### src/rtl/seg7_pkg.sv
// Shared constants for the seven-segment scan driver: segment encodings and counter-width helper.
// Pure declarations; no timing or flow control involved.
package seg7_pkg;

  localparam logic [6:0] SEG_OFF = 7'h7F;

  // Active-low {a,b,c,d,e,f,g}, a in the MSB, indexed by hex value.
  localparam logic [6:0] SEG_DECODE [16] = '{
    7'h01, 7'h4F, 7'h12, 7'h06, 7'h4C, 7'h24, 7'h20, 7'h0F,
    7'h00, 7'h0C, 7'h08, 7'h60, 7'h72, 7'h42, 7'h30, 7'h38
  };

  function automatic int clog2_min1(input int n);
    return (n <= 2) ? 1 : $clog2(n);
  endfunction

endpackage

### src/rtl/seg7_decode.sv
// Combinational hex nibble to active-low seven-segment pattern; zero latency, no flow control.
module seg7_decode
  import seg7_pkg::*;
(
  input  logic [3:0] i_nibble,
  output logic [6:0] o_seg
);

  assign o_seg = SEG_DECODE[i_nibble];

endmodule

### src/rtl/seg7_scan_display.sv
// Time-multiplexed common-anode digit driver: one digit slot per SCAN_DIV cycles, outputs registered on each tick.
// Load is a fire-and-forget strobe accepted every cycle; new content shows from the next tick.
module seg7_scan_display
  import seg7_pkg::*;
#(
  parameter int NUM_DIGITS = 8,
  parameter int SCAN_DIV   = 20000,
  parameter int BLINK_DIV  = 25000000
) (
  input  logic                    clk,
  input  logic                    rst_n,
  input  logic                    load,
  input  logic [4*NUM_DIGITS-1:0] data,
  input  logic [NUM_DIGITS-1:0]   dp_mask,
  input  logic [NUM_DIGITS-1:0]   blink_mask,
  input  logic                    blank_lz,
  output logic [NUM_DIGITS-1:0]   led_en,
  output logic [6:0]              seg,
  output logic                    led_dp
);

  localparam int SW = clog2_min1(SCAN_DIV);
  localparam int BW = clog2_min1(BLINK_DIV);
  localparam int IW = clog2_min1(NUM_DIGITS);

  localparam logic [SW-1:0] SCAN_LAST  = SW'(SCAN_DIV - 1);
  localparam logic [BW-1:0] BLINK_LAST = BW'(BLINK_DIV - 1);
  localparam logic [IW-1:0] IDX_LAST   = IW'(NUM_DIGITS - 1);

  logic [4*NUM_DIGITS-1:0] r_data;
  logic [NUM_DIGITS-1:0]   r_dp;
  logic [NUM_DIGITS-1:0]   r_blink;
  logic [SW-1:0]           r_scan;
  logic [BW-1:0]           r_blink_cnt;
  logic                    r_phase;
  logic [IW-1:0]           r_idx;
  logic [NUM_DIGITS-1:0]   r_led_en;
  logic [6:0]              r_seg;
  logic                    r_led_dp;

  logic                    w_tick;
  logic [NUM_DIGITS-1:0]   w_lit;
  logic [NUM_DIGITS-1:0]   w_en_next;
  logic [3:0]              w_nibble;
  logic                    w_dp_sel;
  logic                    w_blink_sel;
  logic                    w_lit_sel;
  logic                    w_blank;
  logic                    w_blink_off;
  logic [6:0]              w_seg_dec;
  logic                    w_acc;

  assign w_tick = (r_scan == SCAN_LAST);

  // w_lit[i]: some nibble at position i or above is nonzero, i.e. digit i is not a leading zero.
  always_comb begin
    w_lit = '0;
    w_acc = 1'b0;
    for (int i = NUM_DIGITS - 1; i >= 0; i--) begin
      w_acc    = w_acc | (|r_data[4*i +: 4]);
      w_lit[i] = w_acc;
    end
  end

  always_comb begin
    w_nibble    = 4'h0;
    w_dp_sel    = 1'b0;
    w_blink_sel = 1'b0;
    w_lit_sel   = 1'b0;
    w_en_next   = '1;
    for (int i = 0; i < NUM_DIGITS; i++) begin
      if (r_idx == IW'(i)) begin
        w_nibble     = r_data[4*i +: 4];
        w_dp_sel     = r_dp[i];
        w_blink_sel  = r_blink[i];
        w_lit_sel    = w_lit[i];
        w_en_next[i] = 1'b0;
      end
    end
  end

  // Digit 0 always shows, so a zero result still displays "0".
  assign w_blank     = blank_lz && (r_idx != '0) && !w_lit_sel;
  assign w_blink_off = r_phase && w_blink_sel;

  seg7_decode u_decode (
    .i_nibble (w_nibble),
    .o_seg    (w_seg_dec)
  );

  always_ff @(posedge clk or negedge rst_n) begin
    if (!rst_n) begin
      r_data      <= '0;
      r_dp        <= '0;
      r_blink     <= '0;
      r_scan      <= '0;
      r_blink_cnt <= '0;
      r_phase     <= 1'b0;
      r_idx       <= '0;
      r_led_en    <= '1;
      r_seg       <= SEG_OFF;
      r_led_dp    <= 1'b1;
    end else begin
      if (load) begin
        r_data  <= data;
        r_dp    <= dp_mask;
        r_blink <= blink_mask;
      end

      r_scan <= w_tick ? '0 : r_scan + SW'(1);

      if (r_blink_cnt == BLINK_LAST) begin
        r_blink_cnt <= '0;
        r_phase     <= ~r_phase;
      end else begin
        r_blink_cnt <= r_blink_cnt + BW'(1);
      end

      if (w_tick) begin
        r_idx    <= (r_idx == IDX_LAST) ? '0 : r_idx + IW'(1);
        r_led_en <= w_en_next;
        r_seg    <= (w_blank || w_blink_off) ? SEG_OFF : w_seg_dec;
        r_led_dp <= w_blink_off ? 1'b1 : ~w_dp_sel;
      end
    end
  end

  assign led_en = r_led_en;
  assign seg    = r_seg;
  assign led_dp = r_led_dp;

endmodule

### config.mk
export PLATFORM = sky130hd
export DESIGN_NAME = seg7_scan_display
export DESIGN_NICKNAME = d
export VERILOG_FILES = /design/src/rtl/seg7_pkg.sv /design/src/rtl/seg7_decode.sv /design/src/rtl/seg7_scan_display.sv
export SDC_FILE = /design/constraint.sdc
export NUM_CORES = 1
export LEC_CHECK = 0
export CAP_MARGIN = 20
export CORE_AREA = 5 5 147 149
export DETAILED_ROUTE_END_ITERATION = 10
export DIE_AREA = 0 0 152 154
export SLEW_MARGIN = 40
export SYNTH_ARGS = -nofsm -noshare
export SYNTH_HDL_FRONTEND = slang
export SYNTH_SLANG_ARGS = --single-unit
### constraint.sdc
create_clock -name clk -period 3.95 [get_ports clk]
set_clock_uncertainty 0.1 [all_clocks]
set_input_delay 0.5925 -clock clk [delete_from_list [all_inputs] [get_ports clk]]
set_output_delay 0.5925 -clock clk [all_outputs]
set_load 0.005 [all_outputs]
== Word-level counts from Yosys, hierarchy flattened ==
Memories as Yosys holds them, arrays and structs flattened.
Cells that the tools add are included.

* Register bits after elaboration: 108
* Logic and storage cells: 96
* Memories kept: 1
* Output and inout bits: 16
* Bits in read-only memories: 112

* Muxes and demuxes: 47
* Add/sub/neg operators: 3
* Equality and inequality tests: 9
* Magnitude comparators: 1
* Reductions and logical operators: 15
* Bitwise operators: 10

{| class="wikitable"
|+ Memory list
! name !! depth !! width !! read ports !! clocked after Yosys merged registers in !! wr ports !! line !! RTL
|-
| (no name shown) || 16 || 7 || 1 || 0 || 0 || seg7_decode.sv:9 || <nowiki>assign o_seg = SEG_DECODE[i_nibble];</nowiki>
|}

{| class="wikitable"
|+ Operator list
! cell !! count
|-
| 1-bit 2-to-1 mux || 33
|-
| 4-bit 2-to-1 mux || 8
|-
| 4-bit OR reduction || 8
|-
| 25-bit by 1-bit adder with 25-bit output (second input constant) || 1
|-
| 25-bit equality test (second input constant) || 1
|-
| 25-bit 2-to-1 mux || 1
|-
| 7-bit 2-to-1 mux || 3
|-
| 15-bit by 1-bit adder with 15-bit output (second input constant) || 1
|-
| 15-bit equality test (second input constant) || 1
|-
| 15-bit 2-to-1 mux || 1
|-
| 3-bit equality test (second input constant) || 4
|-
| 1-bit OR || 7
|-
| 3-bit by 2-bit equality test with 1-bit output (second input constant) || 2
|-
| 5-bit greater-or-equal comparator (second input constant) || 1
|-
| 4-bit inverter with 5-bit output || 1
|-
| 3-bit by 1-bit adder with 3-bit output (second input constant) || 1
|-
| 3-bit by 1-bit equality test with 1-bit output (second input constant) || 1
|-
| 1-bit logical AND || 3
|-
| 3-bit zero test || 1
|-
| 3-bit 2-to-1 mux || 1
|-
| 3-bit nonzero test || 1
|-
| 1-bit inverter || 2
|-
| 1-bit zero test || 1
|-
| 1-bit logical OR || 1
|}

== Depth between registers and ports, before layout ==
Gate-level depths: netlist (run 1).

* Depth in word-level cells: 20
* Gate-level depth with buffers: 16
* Depth with buffers taken out: 13

== Cells and area by module ==
From an unflattened synthesis (run 1), not the netlist that was laid out.

* Cell total of the unflattened synthesis: 505
* Area total of the unflattened synthesis: 5377.7 sq um

{| class="wikitable"
|+ Modules (own cells, without submodules)
! module !! cells each !! times used !! area an instance (sq um)
|-
| seg7_scan_display || 471 || 1 || 5138.7
|-
| seg7_decode || 34 || 1 || 239.0
|}

== Worst setup path before layout (run 1) ==
No wires, ideal clock.

* Kind: register -> register
* From: register r_idx[2]
* To: register r_seg[3], in the netlist seg[3]
* Stages on the path, launching flop included: 16
* Setup slack: 901 ps
* Data arrival time: 2852 ps
* Period minus slack after synthesis: 3049 ps
* Data required time: 3753 ps
* Library setup time: 97 ps
* Cells stage by stage: dfrtp_1 > inv_2 > ha_1 > buf_6 > clkbuf_1 > nor3b_1 > o31ai_1 > o2111ai_1 > nand2_1 > inv_1 > ha_1 > inv_1 > a2111oi_0 > a31oi_1 > o221ai_1 > a31oi_1

* Longest elaborated chain between the ends: 14

{| class="wikitable"
|+ Ends and longest elaborated chain
! what !! line !! RTL
|-
| from (decl) || seg7_scan_display.sv:36 || <nowiki>logic [IW-1:0] r_idx;</nowiki>
|-
| from (signal assigned) || seg7_scan_display.sv:120 || <nowiki>r_idx <= (r_idx == IDX_LAST) ? '0 : r_idx + IW'(1);</nowiki>
|-
| 3-bit zero test || seg7_scan_display.sv:72 || <nowiki>if (r_idx == IW'(i)) begin</nowiki>
|-
| 4-bit 2-to-1 mux (8 in series) || seg7_scan_display.sv:72 ||
|-
| 4-bit inverter with 5-bit output (not written as such) || seg7_decode.sv:9 ||
|-
| memory read 16 x 7 bit || - ||
|-
| 7-bit 2-to-1 mux (not written as such) (2 in series) || seg7_decode.sv:9 ||
|-
| 7-bit 2-to-1 mux * || seg7_scan_display.sv:122 || <nowiki>r_seg <= (w_blank || w_blink_off) ? SEG_OFF : w_seg_dec;</nowiki>
|-
| to (signal assigned) || seg7_scan_display.sv:122 ||
|-
| to (decl) || seg7_scan_display.sv:38 || <nowiki>logic [6:0] r_seg;</nowiki>
|}

Mark *: on every way between the ends. The rest lies on a longest branch, timed or not. The select of a mux whose other input is x is not followed.
A chain may end at the register's enable or synchronous reset.

== Final worst setup path (run 1) ==
* From: register r_idx[0]
* To: register r_seg[3], in the netlist seg[3]

Same word-level chain as after synthesis.

==> metrics.md, run 1 <==
| Metric | Value |
|---|---|
| Status | `finished clean` |
| Initial antenna violation count | `0` |
| EDFF count, synth | `0` |
| Sequential cell area fraction in the yosys report | `about 50%` |
| All-Layer GR Usage | `about an eighth` |
| Filler cells | `between 2000 and 2500` |
| Avg WL per Cell | `roughly 16 um` |
| Critical path data required time | `4100 ps` |
| Final setup viols | `0` |
| Vias per cell | `4.83` |
| H-tree levels | `3` |
| GPL Wtd Cong | `approximately 0.85` |
| Top post-synthesis cells by area | `dfrtp_1, mux2_2, dfstp_2` |
| Slew @ Worst Pin | `~750 ps` |
| Hold Path Class | `primary input to async pin` |
| CP most frequent cell | `inv_1` |
| Die width | `about 150 um` |
| IR drop worst, VDD | `between 0.2 and 0.25 mV` |
| Final hold vios | `0` |
| Synthesized instance count | `slightly above 500` |
| Avg Inst Size Synth | `between 10 and 15 um^2` |
| Setup Buffers After CTS | `0` |
| DR pass1 iterations | `4` |
| CP Class | `flop to flop` |
| Post-synth top area share | `41.8%` |
| Die height | `~150 um` |
| Antenna Nets Post-Route | `0` |
| First-pass GRT wire length | `between 20000 and 25000 um` |
| Achievable frequency | `around 280 MHz` |
| Critical Path AT | `3680 ps` |
| FF+latch count, synth | `about 110` |
| Reg area | `between 2000 and 3000 um^2` |
| Area taken by multi-input logic gates | `around 2600 um^2` |
| PD cells | `between 300 and 400 nW/um^2` |
| Yosys top cell by area | `dfrtp_1` |
| TNS Setup | `0 ps` |
| Via Count | `between 4000 and 5000` |
| Post-synthesis cell type count | `between 60 and 70` |
| Port bufs | `67` |
| Cell Area, Synth | `roughly 5500 um^2` |
| Unrepaired setup endpoints after global routing | `false` |
| Worst-path clk slew | `about 70 ps` |
| Startpoint Class | `flop` |
| Number of CTS-inserted buffers | `9` |
| Max clock buf depth | `2` |
| Clock Latency Late Sink | `between 300 and 400 ps` |
| Initial drt markers | `between 300 and 400` |
| Worst setup EP type | `flop` |
| Synth warnings | `0` |
| Ant diodes | `0` |
| Maximum fanout along the worst path | `17` |
| Minimum clock period | `between 3000 and 4000 ps` |
| CP Cell Sequence | `inv_1 -> ha_1 -> a21o_1 -> a2111oi_0 -> a211oi_1 -> nand2_1 -> inv_1 -> ha_1 -> inv_1 -> a2111oi_1 -> a31oi_1 -> o221ai_1 -> a31oi_1` |
| Static leakage | `roughly 0.0028 uW` |
| WL final | `around 13000 um` |
| Vias in the first global route | `roughly 4100` |
| FF-to-FF path depth | `13` |
| GRT overflow | `0` |
| Synthesized net count | `slightly below 600` |
| Post-DP HPWL | `between 9000 and 10000 um` |
| Count of pins over their slew limit | `0` |
| Num rows | `52` |
| Synth-to-Final Area Change | `23.2%` |
| Most common cell in the netlist | `dfrtp_1` |
| Max cap viols | `0` |
| Largest net degree at the start of global routing | `65` |
| Nets | `roughly 640` |
| Ys flop type | `dfrtp_1` |
| Layout cells sized above 1 | `between 10% and 20%` |
| Ys async rst share | `100%` |
| Core area | `about 20000 um^2` |
| Fin Hold WS | `about 110 ps` |
| Period utilization | `89.3%` |
| CP max stage delay | `slightly above 600 ps` |
| Slew Limit Headroom | `50.2%` |
| IO Pins | `between 60 and 70` |
| Synth cell count leaders | `dfrtp_1, mux2_2, nor2_1` |
| CTS Root Buffer Type | `clkbuf_16` |
| DR DRC count | `0` |
| Clk sink count | `around 110` |
| Starting Density | `between 20 and 30%` |
| Die area | `approximately 23000 um^2` |
| Slowest stage cell, crit path | `ha_1` |
| TritonCTS clock tree | `built` |
==> cell type report <==
class | count | share of cell area [%]
multi-input combinational | 369 | 38.9
sequential | 108 | 40.1
inverter | 12 | 0.663
clock inverter | 6 | 1.01
clock buffer | 10 | 3.37
tap | 270 | 4.97
timing repair buffer | 77 | 11.0
==> cells by family after synthesis <==
family | after synthesis | share of synthesized area, %
flip-flops | 108 | 49.4
adder cells (fa/ha/maj) | 14 | 3.18
multiplexers | 48 | 9.76
AO/OA/AOI/OAI | 98 | 12.9
buffers and inverters | 36 | 2.81
XOR/XNOR | 33 | 5.24
AND/OR/NAND/NOR | 176 | 16.7
==> flip-flops by register name, indices dropped and copies added (netlist names) <==
name / flops
r_idx: 3
led_en: 8
r_scan: 15
r_blink: 8
r_phase: 1
led_dp: 1
r_dp: 8
r_blink_cnt: 25
r_data: 32
seg: 7
==> power by group <==
group	switching (uW)	total [uW]	leakage, uW	internal, uW
combinational	99.3	226	0.00129	127
sequential	46.0	1200	0.00131	1150
clock	425	924	0.000149	499
==> final timing paths <==
check / startpoint / endpoint / slack, ps
min in group clk: r_phase / r_phase / 370
max reg2reg: r_idx[0] / seg[3] / 420
min: rst_n / r_data[16] / 110
max in group asynchronous: rst_n / seg[2] / 2850
min reg2reg: r_phase / r_phase / 370
max: r_idx[0] / seg[3] / 420
==> what timing repair did <==
action / in CTS / in global routing
hold buffers: 0 / 0
gates resized for setup: 0 / 2
setup endpoints to repair: 0 / 2
==> metal layers <==
layer	global-route usage [%]	vias up	share of wire (%)
met5	0	-	0
met4	4.84	0	2.0
met3	1.52	17	3.3
met2	17.2	84	43
met1	17.9	2007	51
li1	-	2004	-
==> cells in the final DEF (no fill, tap or decap), types with 8 or more instances in the layout <==
cell type / Yosys / layout
nor4_1: 9 / 9
clkbuf_16: 0 / 9
dfstp_2: 16 / 16
buf_4: 0 / 11
nand2_1: 40 / 40
xor2_1: 18 / 18
mux2_2: 46 / 46
and3_1: 9 / 9
a31oi_1: 20 / 20
xnor2_1: 15 / 15
dfrtp_1: 92 / 92
o21ai_0: 18 / 18
nor2_1: 41 / 41
inv_1: 11 / 11
a21oi_1: 10 / 10
nand3_1: 25 / 25
clkdlybuf4s50_1: 0 / 65
nor2b_1: 8 / 8
ha_1: 14 / 13
==> per-stage QoR <==
stage / power (uW) / worst slack (ps) / utilization (%) / std cells / area [um^2]
finish: 2350 / 422 / 33.9 / 852 / 6790
global route: 2450 / 100 / 33.9 / 852 / 6790
floorplan: 1330 / 901 / - / 513 / 5510
CTS: 2380 / 404 / 33.9 / 852 / 6790
detailed placement: 1450 / 428 / 32.4 / 836 / 6490
global placement: 1450 / 533 / 32.3 / 835 / 6480
==> critical path, delay by kind of cell, from the launching register on <==
kind / cells / cell delay (ps)
AOI/OAI and AO/OA: 7 / 1570
buffers and inverters: 3 / 370
DFF: 1 / 410
adders and majority gates: 2 / 770
and+or+nand+nor: 1 / 210
Power figures use the tool's default switching activity.
==> run 2: changes to the inputs <==
--- a/config.mk
+++ b/config.mk
@@ -7,8 +7,10 @@
 export LEC_CHECK = 0
 export CAP_MARGIN = 20
 export CORE_AREA = 5 5 147 149
+export CTS_CLUSTER_SIZE = 28
 export DETAILED_ROUTE_END_ITERATION = 10
 export DIE_AREA = 0 0 152 154
+export GPL_ROUTABILITY_DRIVEN = 0
 export SLEW_MARGIN = 40
 export SYNTH_ARGS = -nofsm -noshare
 export SYNTH_HDL_FRONTEND = slang
==> results of run 2 <==
Final layout, timing and power as in run 1 (identical DEF).
==> run 3: changes to the inputs <==
--- a/config.mk
+++ b/config.mk
@@ -11,6 +11,7 @@
 export DETAILED_ROUTE_END_ITERATION = 10
 export DIE_AREA = 0 0 152 154
 export GPL_ROUTABILITY_DRIVEN = 0
+export GPL_TIMING_DRIVEN = 0
 export SLEW_MARGIN = 40
 export SYNTH_ARGS = -nofsm -noshare
 export SYNTH_HDL_FRONTEND = slang
==> run 3 against run 2 <==
Highest routed layer unchanged. First-iteration DRC count down 5.5%. Maximum frequency up 0.64%. Final cell count up 1.5%. Largest power group unchanged. Largest cell class unchanged. Core utilization up 0.42 points. Design area up 1.2%.
==> metrics.md, run 3 (synthesis gave the netlist of run 1 again) <==
| Metric | Value |
|---|---|
| Num rows | `52 (unchanged)` |
| DR DRC count | `0 (unchanged)` |
| Critical path data required time | `4120 ps (+20 ps)` |
| Max reg flops | `32 (unchanged)` |
| IO Pins | `68 (unchanged)` |
| Final setup viols | `0 (unchanged)` |
| Maximum fanout along the worst path | `10 (-7)` |
| WP buf/inv | `3 (unchanged)` |
| Ant diodes | `0 (unchanged)` |
| CP Class | `flop to flop` |
| PD cells | `347 nW/um^2 (+0.17%)` |
| Reg2Reg Capture Point | `seg[6]` |
| Largest Register | `r_data` |
| IR drop worst, VDD | `0.248 mV (+14%)` |
| Critical Path AT | `3670 ps (about the same)` |
| Period utilization | `88.8% (-0.57 points)` |
| Largest net degree at the start of global routing | `69 (+6.2%)` |
| Minimum clock period | `3510 ps (-22.5 ps)` |
| H-tree levels | `3 (unchanged)` |
| CP endpoint | `seg[6]` |
| Critical path depth in cells | `14 (+1)` |
| Slew @ Worst Pin | `704 ps (-43.5 ps)` |
| Max cap viols | `0 (unchanged)` |
| GRT overflow | `0 (unchanged)` |
| Vias per cell | `4.91 (+1.7%)` |
| Largest registers | `r_data (32), r_blink_cnt (25), r_scan (15)` |
| First-pass GRT wire length | `23200 um (+2.3%)` |
| CP Cell Sequence | `inv_1 -> ha_1 -> buf_2 -> a21oi_1 -> a2111oi_0 -> a211oi_1 -> nand2_1 -> inv_1 -> ha_1 -> mux2_2 -> nand2_1 -> o311ai_0 -> o22ai_1 -> a31oi_1` |
| Achievable frequency | `285 MHz (+0.64%)` |
| R2R Setup Slk | `440 ps (+20 ps)` |
| Hold Path Class | `primary input to async pin` |
| Setup Buffers After CTS | `0 (unchanged)` |
| Die area | `23400 um^2 (unchanged)` |
| Clock Latency Late Sink | `360 ps (about the same)` |
| Post-DP HPWL | `10400 um (+4.4%)` |
| Core area | `20000 um^2 (unchanged)` |
| Synth-to-Final Area Change | `24.7%` |
| Worst-path clk slew | `80 ps (about the same)` |
| Clk sink count | `108 (unchanged)` |
| Layout cells sized above 1 | `18.5% (+0.10 points)` |
| All-Layer GR Usage | `12.1% (+0.17 points)` |
| Port bufs | `66 (-1.5%)` |
| WL final | `14100 um (+4.4%)` |
| Initial antenna violation count | `0 (unchanged)` |
| Starting Density | `27.5% (unchanged)` |
| Crit path max-delay family | `compound AO/OA/AOI/OAI gates` |
| Commonest cells after routing, fill and taps aside | `dfrtp_1, clkdlybuf4s50_1, mux2_2, nor2_1, nand2_1` |
| CTS Root Buffer Type | `clkbuf_16` |
| Commonest non-fill, non-tap cell in the layout | `dfrtp_1` |
| Finished Core Util | `34.3% (+0.42 points)` |
| Initial drt markers | `362 (-5.5%)` |
| CP max stage delay | `410 ps (-210 ps)` |
| Worst R2R Start | `r_idx[0]` |
| Static leakage | `0.00278 uW (+1.2%)` |
| Overall power | `2380 uW (+1.4%)` |
| Die width | `152 um (unchanged)` |
| Slowest stage cell, crit path | `dfrtp_1` |
| TritonCTS clock tree | `built` |
| Worst setup EP type | `flop` |
| Count of pins over their slew limit | `0 (unchanged)` |
| Antenna Nets Post-Route | `0 (unchanged)` |
| Number of CTS-inserted buffers | `9 (unchanged)` |
| Via Count | `4244 (+3.2%)` |
| Max clock buf depth | `2 (unchanged)` |
| Avg WL per Cell | `16.3 um (+2.8%)` |
| Final hold vios | `0 (unchanged)` |
| Vias in the first global route | `4187 (+1.9%)` |
| Status | `finished clean` |
| Critical path origin | `r_idx[0]` |
| Nets | `656 (+2.0%)` |
| Slew Limit Headroom | `53.0% (+2.8 points)` |
| Startpoint Class | `flop` |
| Die height | `154 um (unchanged)` |
| DR pass1 iterations | `5 (+1)` |
| Unrepaired setup endpoints after global routing | `false` |
| FF-to-FF path depth | `14 (+1)` |
==> run 3: changes by cell type in the layout (fill, tap and decap cells not counted), sizes merged <==
cell,previous run,this run
clkbuf,10,21
clkinvlp,0,2
buf,12,13
clkinv,2,1
==> run 3: layer usage <==
layer	track usage (%)	part of all wire (%)	vias up
met5	0	0	-
met1	17.3	49	2102
met3	3.04	5.4	18
met4	2.57	1.4	0
met2	18.5	44	104
li1	-	-	2020
==> run 3: cell type report <==
cell class / instances / area [um^2]
Fill cell: 2091 / 13200
Multi-Input combinational cell: 369 / 2650
Clock inverter: 7 / 92.6
Inverter: 12 / 45.0
Timing Repair Buffer: 67 / 693
Buffer: 23 / 106
Clock buffer: 9 / 225
Sequential cell: 108 / 2720
Tap cell: 270 / 338
==> run 3: worst min path at each step <==
stage | depth (start not counted) | slack, ps | to
after floorplan | 0 | 200 | r_blink[0]
after global placement | 1 | 350 | r_blink_cnt[0]
after detailed placement | 1 | 350 | r_phase
after CTS | 1 | 4 | r_blink[1]
after global routing | 1 | 20 | r_data[16]
final | 1 | 2 | r_blink[1]
==> run 3: report_power, final <==
group	internal, uW	switching (uW)
clock	508	444
combinational	129	103
sequential	1150	44.4
==> run 3: repair_timing <==
item                                    in CTS  in global routing
resized for setup                            1                  2
endpoints found under the setup margin       2                  2
hold buffers                                 0                  0
gates cloned                                 0                  0
pin swaps                                    0                  0
==> run 3: through the flow <==
step	instance area, um^2	hold WS, ps	setup slack [ps]	TNS [ps]	cells
6_report	6880	2.17	444	0	865
5_1_grt	6880	17.8	156	0	865
2_1_floorplan	5510	197	901	0	513
4_1_cts	6870	3.90	245	0	865
3_3_place_gp	6510	347	-2020	-195790	849
3_5_place_dp	6550	354	-47.1	-47.1	850
